==> config.mk <==
export PLATFORM = sky130hd
export DESIGN_NAME = sprite_blit
export DESIGN_NICKNAME = d
export VERILOG_FILES = /design/src/rtl/sprite_blit.sv
export SDC_FILE = /design/constraint.sdc
export NUM_CORES = 1
export LEC_CHECK = 0
export ABC_AREA = 0
export CORE_MARGIN = 3
export CORE_UTILIZATION = 51
export DETAILED_ROUTE_END_ITERATION = 16
export PLACE_DENSITY_LB_ADDON = 0.12
export REMOVE_ABC_BUFFERS = 1
export SYNTH_ARGS = -nofsm -noshare
export SYNTH_HDL_FRONTEND = slang
export SYNTH_SLANG_ARGS = --single-unit
==> constraint.sdc <==
create_clock -name clk -period 5 [get_ports clk]
set_input_delay 0.75 -clock clk [delete_from_list [all_inputs] [get_ports clk]]
set_output_delay 0.75 -clock clk [all_outputs]
set_load 0.02 [all_outputs]
==> src/rtl/sprite_blit.sv <==
// Sprite blitter: streams a SPR_W x SPR_H sprite from ROM into a framebuffer, skipping KEY pixels.
// Optional macro SPRITE_BLIT_CLIP_EN: accept any position and drop off-screen pixels instead of rejecting.
module sprite_blit #(
  parameter int          SPR_W = 22,
  parameter int          SPR_H = 22,
  parameter int          FB_W  = 640,
  parameter int          FB_H  = 480,
  parameter logic [11:0] KEY   = 12'h000
) (
  input  logic        clk,
  input  logic        rst,
  input  logic        start,
  input  logic [9:0]  pos_x,
  input  logic [9:0]  pos_y,
  output logic        busy,
  output logic        done,
  output logic        err,
  output logic [15:0] rom_addr,
  input  logic [11:0] rom_data,
  output logic        fb_we,
  output logic [18:0] fb_addr,
  output logic [11:0] fb_wdata
);

  localparam int NPIX = SPR_W * SPR_H;

  typedef enum logic [1:0] {IDLE, RUN, DRAIN} state_e;

  state_e      state_q, state_d;
  logic [15:0] addr_q, addr_d;
  logic [9:0]  col_q, col_d;
  logic [9:0]  row_q, row_d;
  logic [9:0]  px_q, px_d;
  logic [9:0]  py_q, py_d;
  logic        slot_q, slot_d;
  logic        on_q, on_d;
  logic [18:0] fbaddr_q, fbaddr_d;
  logic        done_q, done_d;
  logic        err_q, err_d;

  logic [10:0] xs, ys;
  logic        pix_ok;

  // 11-bit sums so a sprite hanging past the screen edge never wraps back on-screen
  assign xs     = {1'b0, px_q} + {1'b0, col_q};
  assign ys     = {1'b0, py_q} + {1'b0, row_q};
  assign pix_ok = (xs < 11'(FB_W)) && (ys < 11'(FB_H));

`ifndef SPRITE_BLIT_CLIP_EN
  logic fit;
  assign fit = ((12'(pos_x) + 12'(SPR_W)) <= 12'(FB_W)) &&
               ((12'(pos_y) + 12'(SPR_H)) <= 12'(FB_H));
`endif

  always_comb begin
    state_d  = state_q;
    addr_d   = addr_q;
    col_d    = col_q;
    row_d    = row_q;
    px_d     = px_q;
    py_d     = py_q;
    slot_d   = 1'b0;
    on_d     = 1'b0;
    fbaddr_d = fbaddr_q;
    done_d   = 1'b0;
    err_d    = 1'b0;
    case (state_q)
      IDLE: begin
        if (start) begin
`ifdef SPRITE_BLIT_CLIP_EN
          state_d = RUN;
          addr_d  = '0;
          col_d   = '0;
          row_d   = '0;
          px_d    = pos_x;
          py_d    = pos_y;
`else
          if (fit) begin
            state_d = RUN;
            addr_d  = '0;
            col_d   = '0;
            row_d   = '0;
            px_d    = pos_x;
            py_d    = pos_y;
          end else begin
            err_d = 1'b1;
          end
`endif
        end
      end
      RUN: begin
        // Write-slot qualifiers are registered here so they line up with rom_data next cycle
        slot_d   = 1'b1;
        on_d     = pix_ok;
        fbaddr_d = 19'(22'(ys) * 22'(FB_W) + 22'(xs));
        if (addr_q == 16'(NPIX - 1)) begin
          state_d = DRAIN;
        end else begin
          addr_d = addr_q + 16'd1;
          if (col_q == 10'(SPR_W - 1)) begin
            col_d = '0;
            row_d = row_q + 10'd1;
          end else begin
            col_d = col_q + 10'd1;
          end
        end
      end
      DRAIN: begin
        state_d = IDLE;
        done_d  = 1'b1;
      end
      default: state_d = IDLE;
    endcase
  end

  always_ff @(posedge clk) begin
    if (!rst) begin
      state_q  <= IDLE;
      addr_q   <= '0;
      col_q    <= '0;
      row_q    <= '0;
      px_q     <= '0;
      py_q     <= '0;
      slot_q   <= 1'b0;
      on_q     <= 1'b0;
      fbaddr_q <= '0;
      done_q   <= 1'b0;
      err_q    <= 1'b0;
    end else begin
      state_q  <= state_d;
      addr_q   <= addr_d;
      col_q    <= col_d;
      row_q    <= row_d;
      px_q     <= px_d;
      py_q     <= py_d;
      slot_q   <= slot_d;
      on_q     <= on_d;
      fbaddr_q <= fbaddr_d;
      done_q   <= done_d;
      err_q    <= err_d;
    end
  end

  assign busy     = (state_q != IDLE);
  assign done     = done_q;
  assign err      = err_q;
  assign rom_addr = addr_q;
  assign fb_we    = slot_q && on_q && (rom_data != KEY);
  assign fb_addr  = fbaddr_q;
  assign fb_wdata = slot_q ? rom_data : 12'h000;

endmodule

Word-level counts from Yosys, hierarchy flattened --
Index checks and enable logic that the tools add are counted.
Operators by class: add/subtract/negate cells 8, $mul 1, order comparisons 4, eq/ne operators 9, muxes and demuxes 20, reduce and logical (&&, ||, !) cells 14
Operator list (count):
- $mux W10 | 6
- $mux W16 | 3
- $pmux W10 S2 | 2
- $pmux W16 S2 | 1
- $add A10 B10 Y11 | 2
- $add A10 B5 Y11 const B | 2
- $add A10 B1 Y10 const B | 2
- $add A19 B11 Y19 | 1
- $add A16 B1 Y16 const B | 1
- $eq A16 B9 Y1 const B | 1
- $mul A11 B3 Y12 const B | 1
- $mux W12 | 1
- $reduce_bool A12 Y1 | 1
- $le A11 B10 Y1 const B | 1
- $le A11 B9 Y1 const B | 1
- $lt A11 B10 Y1 const B | 1
- $lt A11 B9 Y1 const B | 1
- $eq A10 B5 Y1 const B | 1
- $ne A2 B2 Y1 const B | 5
- $reduce_and A3 Y1 | 3
- $mux W2 | 3
- $reduce_and A5 Y1 | 1
- $logic_and A1 B1 Y1 | 4
- $pmux W2 S2 | 1
- other kinds (7) | 10
Word-level totals: flip-flop bits (word level) 81, input port bits 35, output and inout bits 51, logic and storage cells 67

Longest topological paths before layout --
Gate-level depths: netlist (run 1).
depth in word-level cells 6, mapped depth 17, gate-level depth less buffers 17

Least setup slack after synthesis (run 1) --
OpenSTA, ideal clock, no wires.
kind register to register, start point register row_q[0], end point register fbaddr_q[18] (netlist: fb_addr[18]), setup time 141 ps, arrival time 3800 ps, required time 4859 ps, setup slack 1059 ps, stages on the path, launching flop included 18, path buffers 0, period minus slack after synthesis 3941 ps, path through dfxtp_1 > ha_1 > inv_1 > fa_1 > nor2b_1 > o21ai_0 > a21o_1 > nand3b_1 > xor2_1 > ha_1 > ha_1 > and3_1 > o21a_1 > a2111oi_4 > nand3_1 > o311a_1 > o211ai_1 > o311ai_1
On the way: word-level cells in the longest chain between the ends 3
RTL lines:
- start: declaration | line 32 | logic [9:0] row_q, row_d;
- start signal: assignment | line 133 | row_q <= row_d;
- $add A10 B10 Y11 | line 46 | assign ys = {1'b0, py_q} + {1'b0, row_q};
- $mul A11 B3 Y12 | line 95 | fbaddr_d = 19'(22'(ys) * 22'(FB_W) + 22'(xs));
- $add A19 B11 Y19 | line 95
- end signal: assignment | line 138 | fbaddr_q <= fbaddr_d;
- end: declaration | line 37 | logic [18:0] fbaddr_q, fbaddr_d;
No other way between the ends. A chain may end at the register's enable or synchronous reset.

Worst setup path after layout (run 1) --
Same ends and word-level chain as after synthesis.

==> flow_summary.json, run 1 <==
{
  "total_power_after_layout_mw": 1.41,
  "nets": 805,
  "ys_seq_area_frac": 0.304,
  "path_clk_slew_ns": 0.09,
  "clockRootBuffer": "sky130_fd_sc_hd__clkbuf_8",
  "post_synth_main_area_contributors": "sky130_fd_sc_hd__dfxtp_1 30%, sky130_fd_sc_hd__ha_1 11%, sky130_fd_sc_hd__mux2i_1 4.7%",
  "setup.worst_path.class": "reg2reg",
  "layout.cells.most_common_list": "85 x sky130_fd_sc_hd__clkdlybuf4s50_1, 81 x sky130_fd_sc_hd__dfxtp_1, 62 x sky130_fd_sc_hd__nor2_1, 62 x sky130_fd_sc_hd__nand2_1, 47 x sky130_fd_sc_hd__ha_1",
  "dr.first_iter.drc_count": 192,
  "vdd_ir_drop_max_mv": 0.143,
  "slew-limit-headroom": 0.275,
  "drv_cap": 0,
  "cts_tree": "yes",
  "drc_errors": 0,
  "grt_use_total": 0.230,
  "top_level_ports": 86,
  "via_per_inst": 5.73,
  "yosys_most_used_dff": "sky130_fd_sc_hd__dfxtp_1",
  "power.density_nw_per_um2": 218,
  "numPortBuffers": 85,
  "fin_setup_tns_ns": 0,
  "final.min_clock_period_ns": 4.45,
  "outcome": "finished, final reports clean",
  "synth-seq-cells": 81,
  "die_height_um": 108,
  "hold_class": "reg2reg",
  "cp_data_required_time_ns": 5.25,
  "syn_area_um2": 5330,
  "synthCells": 640,
  "unrepaired_setup_endpoints_after_global_routing": "no",
  "post-synth-top-area-cell": "sky130_fd_sc_hd__dfxtp_1",
  "std_cell_rows": 36,
  "hpwlAfterDp_mm": 9.83,
  "cts-resized-gates": 0,
  "timing.critical_path.arrival_ns": 4.70,
  "finalHoldWorstSlack_ns": 0.451,
  "initial_core_util": 0.535,
  "grt_pass1_vias": 4718,
  "final_max_slew_viol_count": 0,
  "number_of_buffers_inserted_during_clock_tree_synthesis": 9,
  "postSynthAreaPerCell_um2": 8.32,
  "drt_antenna_net_count": 0,
  "detail_route.first_pass.iterations": 4,
  "cts.sink_count": 81,
  "report.final.setup_viol": 0,
  "htreeDepth": 3,
  "most_common_library_cell_in_the_layout_ignoring_fill_and_taps": "sky130_fd_sc_hd__clkdlybuf4s50_1",
  "leftover_overflow_at_the_end_of_global_routing": 0,
  "post-synth-top-area-fraction": 0.304,
  "route.detailed.wl_per_inst_um": 15.2,
  "finalClockSkew_ns": 0.0156,
  "synth_enable_flop_cells": 0,
  "cp-start-kind": "register",
  "worstSkewPairLatency_ns": 0.35,
  "grt_antenna_before_repair": 0,
  "finalCritPeriodShare": 0.891,
  "finalHoldViolations": 0,
  "wire_length_of_the_first_global_routing_pass_mm": 21.9,
  "ys_warn_count": 0,
  "asyncSetResetFlopFracSynth": 0,
  "post_cts_hold_buffer_count": 0,
  "fraction_of_final_layout_cells_with_drive_strength_greater_than_1": 0.0470,
  "num-fill-cells": 877,
  "floorplan.die.width_um": 108,
  "synthDistinctLibCells": 68,
  "cts_buffer_depth": 2,
  "total_leakage_power_nw": 2.70,
  "fp.dieArea_um2": 11700,
  "flow.area_growth_from_synthesis_pct": 21.2,
  "drt_wl_total_mm": 13.0,
  "cts.repair_timing.setup_buffer_count": 0,
  "critical_path.endpoint_type": "register",
  "maximum_operating_frequency_ghz": 0.225,
  "grt_start_max_net_pins": 46,
  "timing_worst_slew_pin_value_ns": 1.09,
  "critical_path.max_fanout": 5,
  "routed-via-count": 4901,
  "design.core.area_um2": 9950,
  "diodes": 0,
  "final_weighted_congestion_of_routability_driven_global_placement": 0.860
}
registers in the layout (all words and copies together) (netlist names):
name / count
done: 1
state_q: 2
col_q: 10
fb_addr: 19
rom_addr: 16
px_q: 10
py_q: 10
slot_q: 1
on_q: 1
row_q: 10
err: 1
synth_stat cells (4+ instances only):
cell type                  count
sky130_fd_sc_hd__nor4_1        8
sky130_fd_sc_hd__mux2i_1      25
sky130_fd_sc_hd__o21ai_0      24
sky130_fd_sc_hd__a31oi_1       6
sky130_fd_sc_hd__fa_1          4
sky130_fd_sc_hd__and2_1       13
sky130_fd_sc_hd__a2111o_1      4
sky130_fd_sc_hd__nand2b_1     10
sky130_fd_sc_hd__nor3_1       13
sky130_fd_sc_hd__or4_1         4
sky130_fd_sc_hd__nor2_1       62
sky130_fd_sc_hd__a211oi_1     11
sky130_fd_sc_hd__or3_1         8
sky130_fd_sc_hd__o21ai_1      10
sky130_fd_sc_hd__clkbuf_1     12
sky130_fd_sc_hd__nor2b_1      11
sky130_fd_sc_hd__nand3b_1      5
sky130_fd_sc_hd__inv_1        31
sky130_fd_sc_hd__dfxtp_1      81
sky130_fd_sc_hd__nand3_1      29
sky130_fd_sc_hd__xnor2_1      18
sky130_fd_sc_hd__ha_1         47
sky130_fd_sc_hd__xor2_1       16
sky130_fd_sc_hd__nand2_1      62
sky130_fd_sc_hd__and3_1        8
sky130_fd_sc_hd__nand4_1       5
sky130_fd_sc_hd__a21oi_1      39
sky130_fd_sc_hd__nor3b_1       4
sky130_fd_sc_hd__a21o_1       10
power breakdown:
part,switching [mW],internal [mW],leakage (nW),total [mW]
clock,0.246,0.231,0.0860,0.477
combinational,0.145,0.110,1.96,0.255
sequential,0.0141,0.663,0.656,0.677
per-layer routing:
metal,global-route usage,share of wire,up-vias
li1,-,-,2458
met1,0.274,0.44,2334
met2,0.418,0.50,90
met3,0.0340,0.032,19
met4,0.0812,0.024,0
met5,0,0,-
final timing paths:
path         depth (start not counted)                  endpoint  slack (ns)                     start
max                                 17  fb_addr[18]$_SDFFE_PN0P_        0.55     row_q[0]$_SDFFE_PN0P_
min                                  2  fb_addr[11]$_SDFFE_PN0P_        0.45  fb_addr[11]$_SDFFE_PN0P_
max reg2reg                         17  fb_addr[18]$_SDFFE_PN0P_        0.55     row_q[0]$_SDFFE_PN0P_
min reg2reg                          2  fb_addr[11]$_SDFFE_PN0P_        0.45  fb_addr[11]$_SDFFE_PN0P_
logic make-up (layout without fill, tap and decap cells):
logic type / after synthesis / after routing / share of synthesized area
simple gates: 257 / 257 / 0.246
compound gates: 141 / 141 / 0.182
flops: 81 / 81 / 0.304
fa+ha+maj: 51 / 51 / 0.125
buf+inv: 51 / 134 / 0.0395
xor+xnor: 34 / 34 / 0.0559
mux: 25 / 25 / 0.0470
metrics by stage:
| step | utilization | setup WS [ns] | instances | instance area (um^2) |
|---|---|---|---|---|
| floorplan | - | 1.06 | 621 | 5240 |
| global placement | 0.630 | 0.850 | 841 | 6270 |
| detailed placement | 0.630 | 0.711 | 841 | 6270 |
| CTS | 0.649 | 0.656 | 856 | 6460 |
| global route | 0.649 | 0.266 | 856 | 6460 |
| finish | 0.649 | 0.546 | 856 | 6460 |
worst max-delay path, stage by stage (launching register included):
cell	delay, ns
sky130_fd_sc_hd__dfxtp_1	0.40
sky130_fd_sc_hd__ha_1	0.19
sky130_fd_sc_hd__inv_1	0.06
sky130_fd_sc_hd__fa_1	0.41
sky130_fd_sc_hd__nor2b_1	0.12
sky130_fd_sc_hd__o21ai_0	0.10
sky130_fd_sc_hd__a21o_1	0.21
sky130_fd_sc_hd__nand3b_1	0.09
sky130_fd_sc_hd__xor2_1	0.27
sky130_fd_sc_hd__ha_1	0.29
sky130_fd_sc_hd__ha_1	0.36
sky130_fd_sc_hd__and3_1	0.24
sky130_fd_sc_hd__o21a_1	0.23
sky130_fd_sc_hd__a2111oi_4	0.37
sky130_fd_sc_hd__nand3_1	0.20
sky130_fd_sc_hd__a2111oi_0	0.55
sky130_fd_sc_hd__o211ai_1	0.16
sky130_fd_sc_hd__o311ai_1	0.10
final cells by class:
class                   count  area [um^2]  share of cell area
clock buffers              11          131              0.0203
multi-input cells         508         3500               0.542
well taps                 133          166              0.0258
inverters                  32          120              0.0186
flip-flops and latches     81         1620               0.251
clock inverters             4         53.8             0.00833
repair buffers             87          866               0.134
(Power assumes the default switching activity.)
==> run 2, diff against run 1 <==
--- a/config.mk
+++ b/config.mk
@@ -6,6 +6,7 @@
 export NUM_CORES = 1
 export LEC_CHECK = 0
 export ABC_AREA = 0
+export CAP_MARGIN = 10
 export CORE_MARGIN = 3
 export CORE_UTILIZATION = 51
 export DETAILED_ROUTE_END_ITERATION = 16
==> results of run 2 <==
Same layout as run 1: the final DEF is identical, and so are final timing and power.
